`src/rtl/switch_pre_pkt_if.sv`:
```
// switch_pre_pkt_if: byte-stream ingress plus cell/descriptor FIFO write side of the packer.
// master = the packer (consumes the byte stream, drives the FIFO writes).
// slave  = the surrounding port logic / FIFOs (drives the byte stream, sinks the writes).
interface switch_pre_pkt_if #(
  parameter int CELL_BYTES = 16,
  parameter int PORT_W     = 4,
  parameter int LEN_W      = 11
);
  logic                      sof;
  logic                      dv;
  logic [7:0]                din;
  logic                      i_cell_bp;
  logic [CELL_BYTES*8-1:0]   i_cell_data_fifo_dout;
  logic                      i_cell_data_fifo_wr;
  logic [PORT_W+LEN_W:0]     i_cell_ptr_fifo_dout;
  logic                      i_cell_ptr_fifo_wr;

  modport master (
    input  sof, dv, din, i_cell_bp,
    output i_cell_data_fifo_dout, i_cell_data_fifo_wr,
    output i_cell_ptr_fifo_dout, i_cell_ptr_fifo_wr
  );

  modport slave (
    output sof, dv, din, i_cell_bp,
    input  i_cell_data_fifo_dout, i_cell_data_fifo_wr,
    input  i_cell_ptr_fifo_dout, i_cell_ptr_fifo_wr
  );
endinterface

```
`src/rtl/switch_pre_pkt.sv`:
```
// switch_pre_pkt: packs a sof/dv byte stream into CELL_BYTES-wide cells plus one {trunc, portmap, byte_len} descriptor per frame.
// Latency: a full cell strobes the cycle after its last byte; the descriptor (and any zero-padded tail cell) the cycle after dv falls.
// Backpressure: i_cell_bp is sampled only at sof; a frame starting under bp is dropped whole. Optional SWITCH_PRE_DROP_CNT_EN adds drop_cnt.
module switch_pre_pkt #(
  parameter int CELL_BYTES = 16,
  parameter int PORT_W     = 4,
  parameter int LEN_W      = 11,
  parameter int MAX_CELLS  = 96
) (
  input  logic             clk,
  input  logic             rst,
  switch_pre_pkt_if.master bus
`ifdef SWITCH_PRE_DROP_CNT_EN
  ,
  output logic [15:0]      drop_cnt
`endif
);
  localparam int CELL_W = CELL_BYTES * 8;
  localparam int LANE_W = $clog2(CELL_BYTES);
  localparam int CNT_W  = $clog2(MAX_CELLS + 1);
  localparam int DESC_W = 1 + PORT_W + LEN_W;
  localparam logic [LEN_W-1:0]  MAX_LEN   = LEN_W'(MAX_CELLS * CELL_BYTES);
  localparam logic [LANE_W-1:0] LAST_LANE = LANE_W'(CELL_BYTES - 1);
  localparam logic [CNT_W-1:0]  MAX_CNT   = CNT_W'(MAX_CELLS);

  typedef enum logic [1:0] {IDLE, FILL, DRAIN, DROP} state_t;
  state_t state, state_nxt;

  logic [CELL_W-1:0] stage, stage_nxt, stage_wr;
  logic [LANE_W-1:0] lane, lane_nxt;
  logic [LEN_W-1:0]  byte_cnt, byte_cnt_nxt;
  logic [CNT_W-1:0]  cell_cnt, cell_cnt_nxt;
  logic [PORT_W-1:0] portmap, portmap_nxt;
  logic [CELL_W-1:0] data_dout, data_dout_nxt;
  logic              data_wr, data_wr_nxt;
  logic [DESC_W-1:0] ptr_dout, ptr_dout_nxt;
  logic              ptr_wr, ptr_wr_nxt;
  logic              drop_evt;

  // Staging view with the incoming byte merged in; lane 0 starts a fresh zeroed cell so tails pad with zeros.
  always_comb begin
    stage_wr = (lane == '0) ? '0 : stage;
    stage_wr[(CELL_BYTES - 1 - int'(lane)) * 8 +: 8] = bus.din;
  end

  // Next-state and next-output logic for the frame FSM.
  always_comb begin
    state_nxt     = state;
    stage_nxt     = stage;
    lane_nxt      = lane;
    byte_cnt_nxt  = byte_cnt;
    cell_cnt_nxt  = cell_cnt;
    portmap_nxt   = portmap;
    data_dout_nxt = data_dout;
    data_wr_nxt   = 1'b0;
    ptr_dout_nxt  = ptr_dout;
    ptr_wr_nxt    = 1'b0;
    drop_evt      = 1'b0;
    case (state)
      IDLE: begin
        if (bus.sof && bus.dv) begin
          if (bus.i_cell_bp) begin
            state_nxt = DROP;
            drop_evt  = 1'b1;
          end else begin
            // lane is always 0 in IDLE, so stage_wr is {din, zeros}
            stage_nxt    = stage_wr;
            portmap_nxt  = bus.din[PORT_W-1:0];
            byte_cnt_nxt = LEN_W'(1);
            lane_nxt     = lane + 1'b1;
            cell_cnt_nxt = '0;
            state_nxt    = FILL;
          end
        end
      end
      FILL: begin
        if (bus.dv) begin
          stage_nxt    = stage_wr;
          byte_cnt_nxt = byte_cnt + 1'b1;
          lane_nxt     = lane + 1'b1;
          if (lane == LAST_LANE) begin
            data_wr_nxt   = 1'b1;
            data_dout_nxt = stage_wr;
            cell_cnt_nxt  = cell_cnt + 1'b1;
            if (cell_cnt + 1'b1 == MAX_CNT) state_nxt = DRAIN;
          end
        end else begin
          // partial tail cell goes out alongside the descriptor
          if (lane != '0) begin
            data_wr_nxt   = 1'b1;
            data_dout_nxt = stage;
          end
          ptr_wr_nxt   = 1'b1;
          ptr_dout_nxt = {1'b0, portmap, byte_cnt};
          lane_nxt     = '0;
          state_nxt    = IDLE;
        end
      end
      DRAIN: begin
        if (!bus.dv) begin
          ptr_wr_nxt   = 1'b1;
          ptr_dout_nxt = {1'b1, portmap, MAX_LEN};
          state_nxt    = IDLE;
        end
      end
      DROP: begin
        if (!bus.dv) state_nxt = IDLE;
      end
      default: state_nxt = IDLE;
    endcase
  end

  // FSM state register.
  always_ff @(posedge clk or posedge rst) begin
    if (rst) state <= IDLE;
    else     state <= state_nxt;
  end

  // Datapath and registered output strobes/buses.
  always_ff @(posedge clk or posedge rst) begin
    if (rst) begin
      stage     <= '0;
      lane      <= '0;
      byte_cnt  <= '0;
      cell_cnt  <= '0;
      portmap   <= '0;
      data_dout <= '0;
      data_wr   <= 1'b0;
      ptr_dout  <= '0;
      ptr_wr    <= 1'b0;
    end else begin
      stage     <= stage_nxt;
      lane      <= lane_nxt;
      byte_cnt  <= byte_cnt_nxt;
      cell_cnt  <= cell_cnt_nxt;
      portmap   <= portmap_nxt;
      data_dout <= data_dout_nxt;
      data_wr   <= data_wr_nxt;
      ptr_dout  <= ptr_dout_nxt;
      ptr_wr    <= ptr_wr_nxt;
    end
  end

  assign bus.i_cell_data_fifo_dout = data_dout;
  assign bus.i_cell_data_fifo_wr   = data_wr;
  assign bus.i_cell_ptr_fifo_dout  = ptr_dout;
  assign bus.i_cell_ptr_fifo_wr    = ptr_wr;

`ifdef SWITCH_PRE_DROP_CNT_EN
  logic [15:0] drop_q;

  // Saturating count of frames rejected at sof.
  always_ff @(posedge clk or posedge rst) begin
    if (rst)                               drop_q <= '0;
    else if (drop_evt && drop_q != 16'hFFFF) drop_q <= drop_q + 16'd1;
  end

  assign drop_cnt = drop_q;
`else
  logic unused_drop;
  assign unused_drop = drop_evt;
`endif
endmodule

```
`src/flat_wrapper.sv`:
```
// flat-port wrapper written by rule: the top's interface ports become plain ports
module switch_pre_pkt_flat 
#(
  parameter int CELL_BYTES = 16,
  parameter int PORT_W     = 4,
  parameter int LEN_W      = 11,
  parameter int MAX_CELLS  = 96
)
  (clk, rst, bus_sof, bus_dv, bus_din, bus_i_cell_bp, bus_i_cell_data_fifo_dout, bus_i_cell_data_fifo_wr, bus_i_cell_ptr_fifo_dout, bus_i_cell_ptr_fifo_wr);
  switch_pre_pkt_if #(.CELL_BYTES(CELL_BYTES), .PORT_W(PORT_W), .LEN_W(LEN_W)) bus_i ();
  input  logic clk;
  input  logic rst;
  input wire logic [$bits(bus_i.sof)-1:0] bus_sof;
  input wire logic [$bits(bus_i.dv)-1:0] bus_dv;
  input wire logic [$bits(bus_i.din)-1:0] bus_din;
  input wire logic [$bits(bus_i.i_cell_bp)-1:0] bus_i_cell_bp;
  output wire logic [$bits(bus_i.i_cell_data_fifo_dout)-1:0] bus_i_cell_data_fifo_dout;
  output wire logic [$bits(bus_i.i_cell_data_fifo_wr)-1:0] bus_i_cell_data_fifo_wr;
  output wire logic [$bits(bus_i.i_cell_ptr_fifo_dout)-1:0] bus_i_cell_ptr_fifo_dout;
  output wire logic [$bits(bus_i.i_cell_ptr_fifo_wr)-1:0] bus_i_cell_ptr_fifo_wr;
  assign bus_i.sof = bus_sof;
  assign bus_i.dv = bus_dv;
  assign bus_i.din = bus_din;
  assign bus_i.i_cell_bp = bus_i_cell_bp;
  assign bus_i_cell_data_fifo_dout = bus_i.i_cell_data_fifo_dout;
  assign bus_i_cell_data_fifo_wr = bus_i.i_cell_data_fifo_wr;
  assign bus_i_cell_ptr_fifo_dout = bus_i.i_cell_ptr_fifo_dout;
  assign bus_i_cell_ptr_fifo_wr = bus_i.i_cell_ptr_fifo_wr;
  switch_pre_pkt #(.CELL_BYTES(CELL_BYTES), .PORT_W(PORT_W), .LEN_W(LEN_W), .MAX_CELLS(MAX_CELLS)) u_core (.clk(clk), .rst(rst), .bus(bus_i));
endmodule
```
`config.mk`:
```
export PLATFORM = sky130hd
export DESIGN_NAME = switch_pre_pkt_flat
export DESIGN_NICKNAME = d
export VERILOG_FILES = /design/src/rtl/switch_pre_pkt_if.sv /design/src/rtl/switch_pre_pkt.sv /design/src/flat_wrapper.sv
export SDC_FILE = /design/constraint.sdc
export NUM_CORES = 1
export LEC_CHECK = 0
export BUFFER_PORTS_ARGS = -buffer_cell sky130_fd_sc_hd__buf_2
export CAP_MARGIN = 40
export CORE_ASPECT_RATIO = 1.2
export CORE_UTILIZATION = 59
export DETAILED_ROUTE_END_ITERATION = 12
export GPL_ROUTABILITY_DRIVEN = 0
export GPL_TIMING_DRIVEN = 0
export MAX_ROUTING_LAYER = met4
export PLACE_DENSITY_LB_ADDON = 0.2
export RECOVER_POWER = 100
export SYNTH_ARGS = -nofsm -noshare
export SYNTH_HDL_FRONTEND = slang
export SYNTH_SLANG_ARGS = --single-unit
```
`constraint.sdc`:
```
create_clock -name clk -period 9.91 [get_ports clk]
set_input_delay 0 -clock clk [delete_from_list [all_inputs] [get_ports clk]]
set_output_delay 0 -clock clk [all_outputs]
set_load 0.03 [all_outputs]
```
---- Word level (Yosys, flattened, before mapping) ----
Cells that the tools add are included.
W data, S select, Z words.
storage, ports and cells
  logic and storage cells ................. 87
  bits in registers ....................... 302
  bits of input ports ..................... 13
  output and inout bits ................... 146
cells by class
  muxes and demuxes ....................... 38
  add/sub/neg operators ................... 5
  bitwise logic cells ..................... 1
  shifts and indexed selects .............. 2
  equal/unequal tests ..................... 15
  reductions and logical operators ........ 16
operators by type and width
  cell                        number
  $mux W128                   7
  $pmux W128 S2               1
  $bwmux W128                 1
  $shift A8 B33 Y128 const A  1
  $shiftx A8 B33 Y128         1
  $mux W11                    3
  $neg A32 Y33                1
  $mux W16                    2
  $pmux W16 S2                1
  $mux W7                     4
  $pmux W11 S2                1
  $pmux W7 S2                 1
  $mux W2                     6
  $mux W4                     3
  $reduce_and A3 Y1           4
  $add A11 B1 Y11 const B     1
  $ne A2 B2 Y1 const B        5
  $pmux W4 S2                 1
  $reduce_and A4 Y1           2
  $add A7 B1 Y7 const B       1
  $eq A7 B7 Y1 const B        1
  $mux W1                     6
  $ne A2 B1 Y1 const B        3
  $ne A3 B2 Y1 const B        2
  14 further kinds            18

---- Depth between registers and ports, before layout ----
Gate-level depths: netlist (run 1).
  word-level depth ........................ 7
  gate-level depth with buffers ........... 10
  depth with buffers taken out ............ 7

---- Worst setup path after synthesis (run 1) ----
No wires, ideal clock.
  path type ............................... flip-flop to flip-flop
  from .................................... reg u_core.lane[0]
  to ...................................... reg u_core.stage[0]
  setup time .............................. 0.121 ns
  setup slack ............................. 7.554 ns
  cell stages (with the launch flop) ...... 9
  required time ........................... 9.789 ns
  buffers on the path ..................... 2
  clock period less this slack ............ 2.356 ns
  data arrival time ....................... 2.235 ns
  path through ............................ dfrtp_1 -> buf_2 -> inv_1 -> ha_1 -> nand4b_1 -> or3_1 -> buf_2 -> a21o_1 -> a22o_1
on the way
  cells in the longest elaborated chain, start to end .. 7
  elaborated cells between the ends (all ways) .. 11
  classes of those cells .................. add/sub: 2; shift: 2; mux: 6; reduce/logical: 1
ends and longest elaborated chain
  element                                                    RTL line               text
  start, declared                                            switch_pre_pkt.sv:30   logic [LANE_W-1:0] lane, lane_nxt;
  start signal, assigned                                     switch_pre_pkt.sv:133  lane <= lane_nxt;
  $sub A4 B4 Y5                                              switch_pre_pkt.sv:43   stage_wr[(CELL_BYTES - 1 - int'(lane)) * 8 +: 8] = bus.din;
  $neg A32 Y33                                               switch_pre_pkt.sv:43
  $shiftx A8 B33 Y128 or $shift A8 B33 Y128 (tied branches)  switch_pre_pkt.sv:43
  $bwmux W128 (*)                                            switch_pre_pkt.sv:43
  $mux W128                                                  switch_pre_pkt.sv:62   if (bus.i_cell_bp) begin
  $mux W128                                                  switch_pre_pkt.sv:61   if (bus.sof && bus.dv) begin
  $pmux W128 S2 (*)                                          switch_pre_pkt.sv:59   case (state)
  end signal, assigned                                       switch_pre_pkt.sv:132  stage <= stage_nxt;
  end, declared                                              switch_pre_pkt.sv:29   logic [CELL_W-1:0] stage, stage_nxt, stage_wr;
Every way passes the cells marked *; elsewhere a longest branch is shown, timed or not. The select of a mux whose other input is x is not followed.
A chain may end at the register's enable or synchronous reset.

---- Worst setup path in the final report (run 1) ----
  from .................................... reg u_core.lane[0]
  to ...................................... reg u_core.stage[51]
Same word-level chain as after synthesis.

==> impl_metrics.sql, run 1 <==
INSERT INTO impl_metrics (metric_group, metric, value, unit) VALUES
('floorplanning', 'io_pins', '159', ''),
('power_and_ir_drop', 'power.switching_fraction', '43.5', '%'),
('finish', 'instances_no_fill', '1828', ''),
('power_and_ir_drop', 'power_frac_comb', '42.0', '%'),
('setup_path', 'path_cells', 'clkbuf_1 > inv_1 > ha_1 > clkbuf_1 > nand3_1 > a2111oi_0 > nand3_1 > nand3_1', ''),
('timing', 'setup_ws', '5.68', 'ns'),
('floorplanning', 'starting_density_of_the_core', '60.0', '%'),
('placement', 'hpwl', '28000', 'µm'),
('timing', 'fin_worst_hold_slack', '0.0213', 'ns'),
('setup_path', 'path_depth', '8', ''),
('setup_path', 'slowest_stage', 'a2111oi_0', ''),
('finish', 'area_growth', '14.9', '%'),
('placement', 'io_buffers', '149', ''),
('power_and_ir_drop', 'power.total', '5.21', 'mW'),
('floorplanning', 'floorplan.rows', '61', ''),
('outcome', 'violations', 'max-capacitance violations, max-slew violations', ''),
('synth', 'postSynthNetCount', '1325', ''),
('setup_path', 'cp-end-kind', 'flop', ''),
('synth', 'post-synth-top-count-cell', 'dfrtp_1', ''),
('synth', 'yosysTopAreaCell', 'dfrtp_1', ''),
('placement', 'place_worst_setup_slack', '6.96', 'ns'),
('clocking', 'cts_repair_resize_count', '0', ''),
('synth', 'synth_seq_area_share', '54.4', '%'),
('timing', 'grt_setup_unrepaired', 'no', ''),
('setup_path', 'cp_slowest_stage_delay', '1.86', 'ns'),
('detailed_routing', 'wl_per_cell', '22.1', 'µm'),
('finish', 'nets', '1516', ''),
('setup_path', 'critPathLaunchType', 'flop', ''),
('finish', 'fillers', '1861', ''),
('run', 'max_cap_viol_count', '7', ''),
('timing', 'finalSetupViolations', '0', ''),
('min_path', 'holdCritPathClass', 'in2reg', ''),
('setup_path', 'r2r-end', 'u_core.stage[51]', ''),
('setup_path', 'crit_fanout', '10', ''),
('synth', 'synth.top_cells.by_area', 'dfrtp_1 54%, o21ai_0 4.3%, mux2_2 3.7%', ''),
('synth', 'synth.top_cells.by_count', '302 x dfrtp_1, 118 x o21ai_0, 107 x nand2_1, 87 x a21oi_1, 62 x clkbuf_1', ''),
('power_and_ir_drop', 'total_switching_power', '2.27', 'mW'),
('detailed_routing', 'remaining_drc_errors', '0', ''),
('timing', 'final_max_slew_viol_count', '112', ''),
('synth', 'register_bit_total_from_synthesis', '302', ''),
('timing', 'worst_slew_margin_rel', '-153', '%'),
('finish', 'post_route_cells_drive_above_1_share', '9.52', '%'),
('timing', 'ratio_of_final_minimum_period_to_clock_period', '42.7', '%'),
('grt', 'grt_first_pass_wirelength', '63700', 'µm'),
('setup_path', 'cp_num_buf_inv', '3', ''),
('clocking', 'cts-root-to-sink-buffers', '3', ''),
('clocking', 'clock_sink_count', '302', ''),
('grt', 'grtUsageTotal', '35.0', '%'),
('setup_path', 'cell_depth_of_the_worst_flop_to_flop_path', '8', ''),
('detailed_routing', 'vias', '12100', ''),
('power_and_ir_drop', 'sequentialPowerShare', '34.2', '%'),
('floorplanning', 'die_ar', '24100', 'µm²'),
('power_and_ir_drop', 'power.leakage', '6.60', 'nW'),
('synth', 'synth_edf_count', '0', ''),
('floorplanning', 'die-height', '170', 'µm'),
('detailed_routing', 'totalWireLength', '40400', 'µm'),
('power_and_ir_drop', 'clock_group_share_of_total_power', '23.8', '%'),
('detailed_routing', 'final_antenna_net_count', '0', ''),
('setup_path', 'crit_path_end', 'u_core.stage[51]', ''),
('outcome', 'outcome', 'finished with violations', ''),
('timing', 'fin_worst_skew', '0.0160', 'ns'),
('floorplanning', 'core-area', '23100', 'µm²'),
('power_and_ir_drop', 'peakVddDrop', '0.172', 'mV'),
('synth', 'asyncSetResetFlopFracSynth', '100', '%'),
('timing', 'fmax', '236', 'MHz'),
('grt', 'via_count_of_the_first_global_routing_pass', '11900', ''),
('detailed_routing', 'dr.pass1.iters', '8', ''),
('setup_path', 'crit_family', 'compound AO/OA/AOI/OAI gates', ''),
('synth', 'synth_top_flop_cell', 'dfrtp_1', ''),
('clocking', 'clock_insertion_delay_worst_skew', '0.56', 'ns'),
('setup_path', 'critical_path_at', '4.72', 'ns');
==> layout make-up <==
cell class	count	area share [%]
flip-flops and latches	302	47.4
multi-input cells	846	35.2
clock buffers	45	5.88
repair buffers	159	4.32
plain buffers	114	2.95
well taps	315	2.47
clock inverters	9	0.949
inverters	38	0.902
==> how the worst min path moves through the flow <==
stage / start / endpoint / slack [ns] / cells after the start
6_report: bus_din[0] / u_core.portmap[0] / 0.02 / 3
5_1_grt: bus_din[7] / u_core.stage[103] / 0.03 / 3
4_1_cts: bus_din[2] / u_core.portmap[2] / 0.009 / 3
3_5_place_dp: rst / u_core.bus.i_cell_data_fifo_dout[51] / 0.13 / 2
3_3_place_gp: u_core.stage[63] / u_core.stage[63] / 0.46 / 1
2_1_floorplan: bus_sof / u_core.portmap[0] / 0.26 / 3
==> cells by family after synthesis <==
kind of cell / after synthesis / synth area share (%)
flip-flops: 302 / 54.4
multiplexers: 47 / 3.80
AND/OR/NAND/NOR: 278 / 10.0
buffers and inverters: 152 / 4.68
AO/OA/AOI/OAI: 505 / 25.7
adder cells (fa/ha/maj): 12 / 1.08
XOR/XNOR: 4 / 0.252
==> worst min-delay path, cell delays in order <==
cell	delay [ns]
clkbuf_1	0.34
nand2_1	0.16
nand2_1	0.05
==> per-stage QoR <==
stage | setup TNS, ns | cell area (µm²)
after global placement | -441.24 | 15000
final | 0 | 16000
after CTS | 0 | 16200
after detailed placement | 0 | 15100
after global routing | 0 | 16000
after floorplan | 0 | 13900
==> power by group through the flow <==
stage          registers, mW  logic [mW]  clock network, mW
6_report                1.78        2.19               1.24
3_5_place_dp            1.79        2.21                  0
2_1_floorplan           2.11        1.22                  0
5_1_grt                 1.82        2.36               1.30
3_3_place_gp            1.78        2.16                  0
4_1_cts                 1.77        2.23               1.25
==> registers in the layout (all words and copies together) (netlist names) <==
name	count
u_core.portmap	4
u_core.bus.i_cell_data_fifo_wr	1
u_core.bus.i_cell_ptr_fifo_wr	1
u_core.state	2
u_core.bus.i_cell_data_fifo_dout	128
u_core.bus.i_cell_ptr_fifo_dout	16
u_core.cell_cnt	7
u_core.byte_cnt	11
u_core.stage	128
u_core.lane	4
==> layer usage <==
| layer | track usage, % | share of wire [%] | up-vias |
|---|---|---|---|
| li1 | - | - | 5319 |
| met1 | 44.1 | 39 | 5951 |
| met2 | 55.1 | 48 | 649 |
| met3 | 4.11 | 7.3 | 144 |
| met4 | 19.6 | 5.6 | 0 |
| met5 | - | 0 | - |
==> timing repair <==
action,CTS,global route
hold endpoints to repair,93,0
hold buffers,5,0
endpoints found under the setup margin,0,0
==> cells in the final DEF, fill, tap and decap left out, drive strengths merged, types with 6 or more instances in the layout <==
master   netlist  final
a2bb2oi       18     18
and2           7      7
nor4          11     11
a31oi         19     19
o311ai        20     20
ha            12     12
nand2        108    108
a221oi        24     24
nand4          6      6
a21oi         87     87
a22o          20     20
nor2b          6      6
clkbuf        64    278
nor2          43     43
o22ai         24     24
mux2          46     46
o2bb2ai       48     48
nand3         54     54
a211oi        11     11
a2111oi        9      9
buf           50     35
o211ai        12     12
a221o         32     32
dfrtp        302    302
a21boi         9      9
o21ai        133    133
inv           36     36
a32oi          8      8
a32o           9      9
No activity file was read; power rests on OpenSTA's default activity.
==> inputs of run 2 (changes only) <==
- ABC_AREA: not set -> 1
- CORE_UTILIZATION: 59 -> 54
- clock period: 9.91 -> 3.52 ns (I/O delays scaled with it)
==> run 2 against run 1 <==
Compared with the run above:
- the flow still finishes with violations (max-capacitance violations, max-slew violations)
- non-clock buffer count rose by 39
- critical path depth rose by 2
- combinational power increased to 4.1 times the previous value
- sequential power rose to 3.3 times the previous value
- synthesized area rose by 9.8%
- count of clock-buffer cells in the layout rose by 1
- clock power rose to 2.6 times the previous value
- clock skew hardly changed
- register-to-register slack worse by 5.5 ns
- routed wire length up 24%
- power rose to 3.4 times the previous value
- global-route usage is 0.91 points higher
- critical endpoint is now u_core.stage[109]
- largest cell class unchanged
==> impl_metrics.sql, run 2 <==
INSERT INTO impl_metrics (metric_group, metric, value, unit) VALUES
('outcome', 'outcome', 'finished with violations', ''),
('outcome', 'violations', 'max-capacitance violations, max-slew violations', ''),
('power_and_ir_drop', 'power.switching_fraction', '49.7', '%'),
('placement', 'placed_area', '16700', 'µm²'),
('clocking', 'h-tree-depth', '1', ''),
('timing', 'finalSetupViolations', '0', ''),
('synth', 'postSynthNetCount', '2033', ''),
('timing', 'hold_violations', '0', ''),
('timing', 'fin_worst_skew', '0.0161', 'ns'),
('floorplanning', 'io_pins', '159', ''),
('timing', 'timing_worst_slew_pin_value', '2.13', 'ns'),
('setup_path', 'critPathLaunchType', 'flop', ''),
('synth', 'yosysWarnings', '0', ''),
('synth', 'asyncSetResetFlopFracSynth', '100', '%'),
('detailed_routing', 'final_antenna_net_count', '0', ''),
('grt', 'grt_first_pass_wirelength', '77600', 'µm'),
('power_and_ir_drop', 'clock_group_share_of_total_power', '18.3', '%'),
('synth', 'synth.top_cells.by_area', 'dfrtp_1 50%, nand2_1 14%, nand3_1 6.9%', ''),
('clocking', 'postCtsSetupBuffers', '0', ''),
('synth', 'post-synth-top-count-cell', 'nand2_1', ''),
('synth', 'yosysTopAreaCell', 'dfrtp_1', ''),
('detailed_routing', 'vias', '15300', ''),
('finish', 'area_growth', '15.0', '%'),
('synth', 'synth_cell_type_count', '40', ''),
('placement', 'dpl.cell_count', '2553', ''),
('synth', 'post_synthesis_cell_area', '15200', 'µm²'),
('timing', 'worst_slew_margin_rel', '-41.7', '%'),
('grt', 'grtUsageTotal', '35.9', '%'),
('floorplanning', 'starting_density_of_the_core', '54.8', '%'),
('clocking', 'tritoncts.num_buffers', '31', ''),
('power_and_ir_drop', 'power.leakage', '8.28', 'nW'),
('timing', 'ratio_of_final_minimum_period_to_clock_period', '95.2', '%'),
('floorplanning', 'width_of_the_die', '155', 'µm'),
('power_and_ir_drop', 'power_density', '1020', 'nW/µm²'),
('min_path', 'holdCritPathClass', 'in2async', ''),
('grt', 'grt_start_max_net_pins', '40', ''),
('floorplanning', 'floorplan.rows', '67', ''),
('run', 'max_cap_viol_count', '4', ''),
('setup_path', 'timing.critical_path.required', '4.01', 'ns'),
('finish', 'finish.utilization', '63.0', '%'),
('detailed_routing', 'remaining_drc_errors', '0', ''),
('power_and_ir_drop', 'sequentialPowerShare', '32.3', '%'),
('power_and_ir_drop', 'total_switching_power', '8.91', 'mW'),
('finish', 'nets', '2250', ''),
('timing', 'fin_worst_hold_slack', '0.118', 'ns'),
('synth', 'synth_seq_area_share', '49.6', '%'),
('clocking', 'clock_insertion_delay_worst_skew', '0.57', 'ns'),
('timing', 'grt_setup_unrepaired', 'no', ''),
('grt', 'grt_remaining_overflow', '0', ''),
('timing', 'final.min_clock_period', '3.35', 'ns'),
('finish', 'instances_no_fill', '2627', ''),
('setup_path', 'critical_path_at', '3.84', 'ns'),
('grt', 'grt_antenna_before_repair', '0', ''),
('setup_path', 'crit_type', 'reg2reg', ''),
('power_and_ir_drop', 'power_frac_comb', '49.4', '%'),
('finish', 'layout.cells.most_common_list', '572 x nand2_1, 302 x dfrtp_1, 235 x clkbuf_1, 210 x nor2_1, 209 x nand3_1', ''),
('setup_path', 'cp-end-kind', 'flop', ''),
('clocking', 'clock_sink_count', '302', ''),
('detailed_routing', 'routed_via_density', '5.83', ''),
('detailed_routing', 'dr.pass1.iters', '6', ''),
('finish', 'post_route_cells_drive_above_1_share', '5.92', '%'),
('grt', 'via_count_of_the_first_global_routing_pass', '14400', ''),
('floorplanning', 'core-area', '27800', 'µm²'),
('synth', 'synth_edf_count', '0', ''),
('detailed_routing', 'drt_first_iter_violations', '1730', ''),
('timing', 'fmax', '298', 'MHz'),
('finish', 'mostFrequentLayoutCell', 'nand2_1', ''),
('detailed_routing', 'wl_per_cell', '19.0', 'µm'),
('synth', 'synthCells', '2008', ''),
('clocking', 'cts-root-to-sink-buffers', '3', ''),
('finish', 'final_design_area_no_fill', '17500', 'µm²'),
('timing', 'final_max_slew_viol_count', '136', ''),
('synth', 'synth.top_cells.by_count', '569 x nand2_1, 302 x dfrtp_1, 209 x nand3_1, 207 x nor2_1, 160 x a21oi_1', ''),
('floorplanning', 'die-height', '186', 'µm'),
('power_and_ir_drop', 'cell_internal_pwr', '9.02', 'mW'),
('placement', 'hpwl', '35600', 'µm'),
('clocking', 'cts.root.buffer_cell', 'clkbuf_16', ''),
('clocking', 'path_clk_slew', '0.06', 'ns'),
('power_and_ir_drop', 'peakVddDrop', '0.684', 'mV'),
('placement', 'io_buffers', '157', ''),
('floorplanning', 'die_ar', '28900', 'µm²'),
('synth', 'post-synth-top-area-fraction', '49.6', '%'),
('synth', 'mapped_avg_cell_area', '7.59', 'µm²'),
('synth', 'register_bit_total_from_synthesis', '302', ''),
('setup_path', 'crit_fanout', '10', ''),
('clocking', 'cts_tree', 'built', ''),
('synth', 'synth_top_flop_cell', 'dfrtp_1', ''),
('power_and_ir_drop', 'power.total', '17.9', 'mW'),
('detailed_routing', 'totalWireLength', '50000', 'µm');
run 2: changes by cell type after synthesis, moves of 48 or more:
cell / previous run / this run
a21oi_1: 87 / 160
inv_1: 36 / 116
nand2_1: 107 / 569
nand3_1: 53 / 209
nor2_1: 40 / 207
o2bb2ai_1: 48 / 0
run 2: kinds of logic (layout without fill, tap and decap cells):
group / count (synthesis) / in the layout / synth area share (%)
DFF: 302 / 302 / 49.6
xor gates and xnor gates: 2 / 2 / 0.115
adders and majority gates: 12 / 12 / 0.985
muxes: 4 / 4 / 0.296
buffers and inverters: 255 / 494 / 6.81
and+or+nand+nor: 1057 / 1057 / 29.2
other: 0 / 1 / 0
AOI/OAI and AO/OA: 376 / 376 / 13.0
run 2: final cells by class:
type / instances / area [µm²]
fillers: 2575 / 10300
flip-flops and latches: 302 / 7560
multi-input cells: 1451 / 6620
clock buffers: 46 / 892
repair buffers: 184 / 867
plain buffers: 128 / 543
inverters: 127 / 480
well taps: 379 / 474
clock inverters: 9 / 98.8
diodes: 1 / 2.50
run 2: repair_timing:
action,4_1_cts,5_1_grt
hold buffers,18,0
resized for setup,0,0
hold endpoints to repair,193,0
run 2: power groups by stage:
stage          Sequential (mW)  Clock, mW  Combinational (mW)
2_1_floorplan             7.19          0                4.70
3_3_place_gp              5.74          0                8.64
3_5_place_dp              5.79          0                8.85
4_1_cts                   5.74       3.30                8.99
5_1_grt                   5.93       3.42                9.66
6_report                  5.79       3.28                8.87
run 2: worst paths after layout:
path | depth (start not counted) | from | endpoint | slack [ns]
min in group clk | 7 | bus_din[0] | u_core.stage[0] | 0.16
worst max register to register | 10 | u_core.state[0] | u_core.stage[109] | 0.17
worst max-delay path | 10 | u_core.state[0] | u_core.stage[109] | 0.17
worst min-delay path | 3 | rst | u_core.stage[98] | 0.12
worst min register to register | 2 | u_core.bus.i_cell_ptr_fifo_dout[15] | u_core.bus.i_cell_ptr_fifo_dout[15] | 0.47
max in group asynchronous | 6 | rst | u_core.bus.i_cell_data_fifo_dout[91] | 0.60
run 2: critical path, cell delays in order (launching register included):
cell and delay [ns]:
dfrtp_1 0.42, inv_1 0.09, ha_1 0.25, nand4_1 0.27
nand2_1 0.32, nand2_1 0.14, inv_1 0.41, clkbuf_1 0.75
clkbuf_2 0.40, nand2_1 0.10, nand2_1 0.09
run 2: through the flow:
step | setup slack [ns] | setup TNS, ns
CTS | 0.357 | 0
global placement | -2.35 | -703.78
floorplan | -0.495 | -149.50
finish | 0.168 | 0
global route | 0.0789 | 0
detailed placement | 0.401 | 0
run 2: metal layers:
layer,wire [µm],global-route usage (%),vias up
li1,-,-,7054
met2,23100,55.6,836
met4,3240,22.4,0
met1,19100,44.4,7257
met5,0,-,-
met3,4550,5.33,179
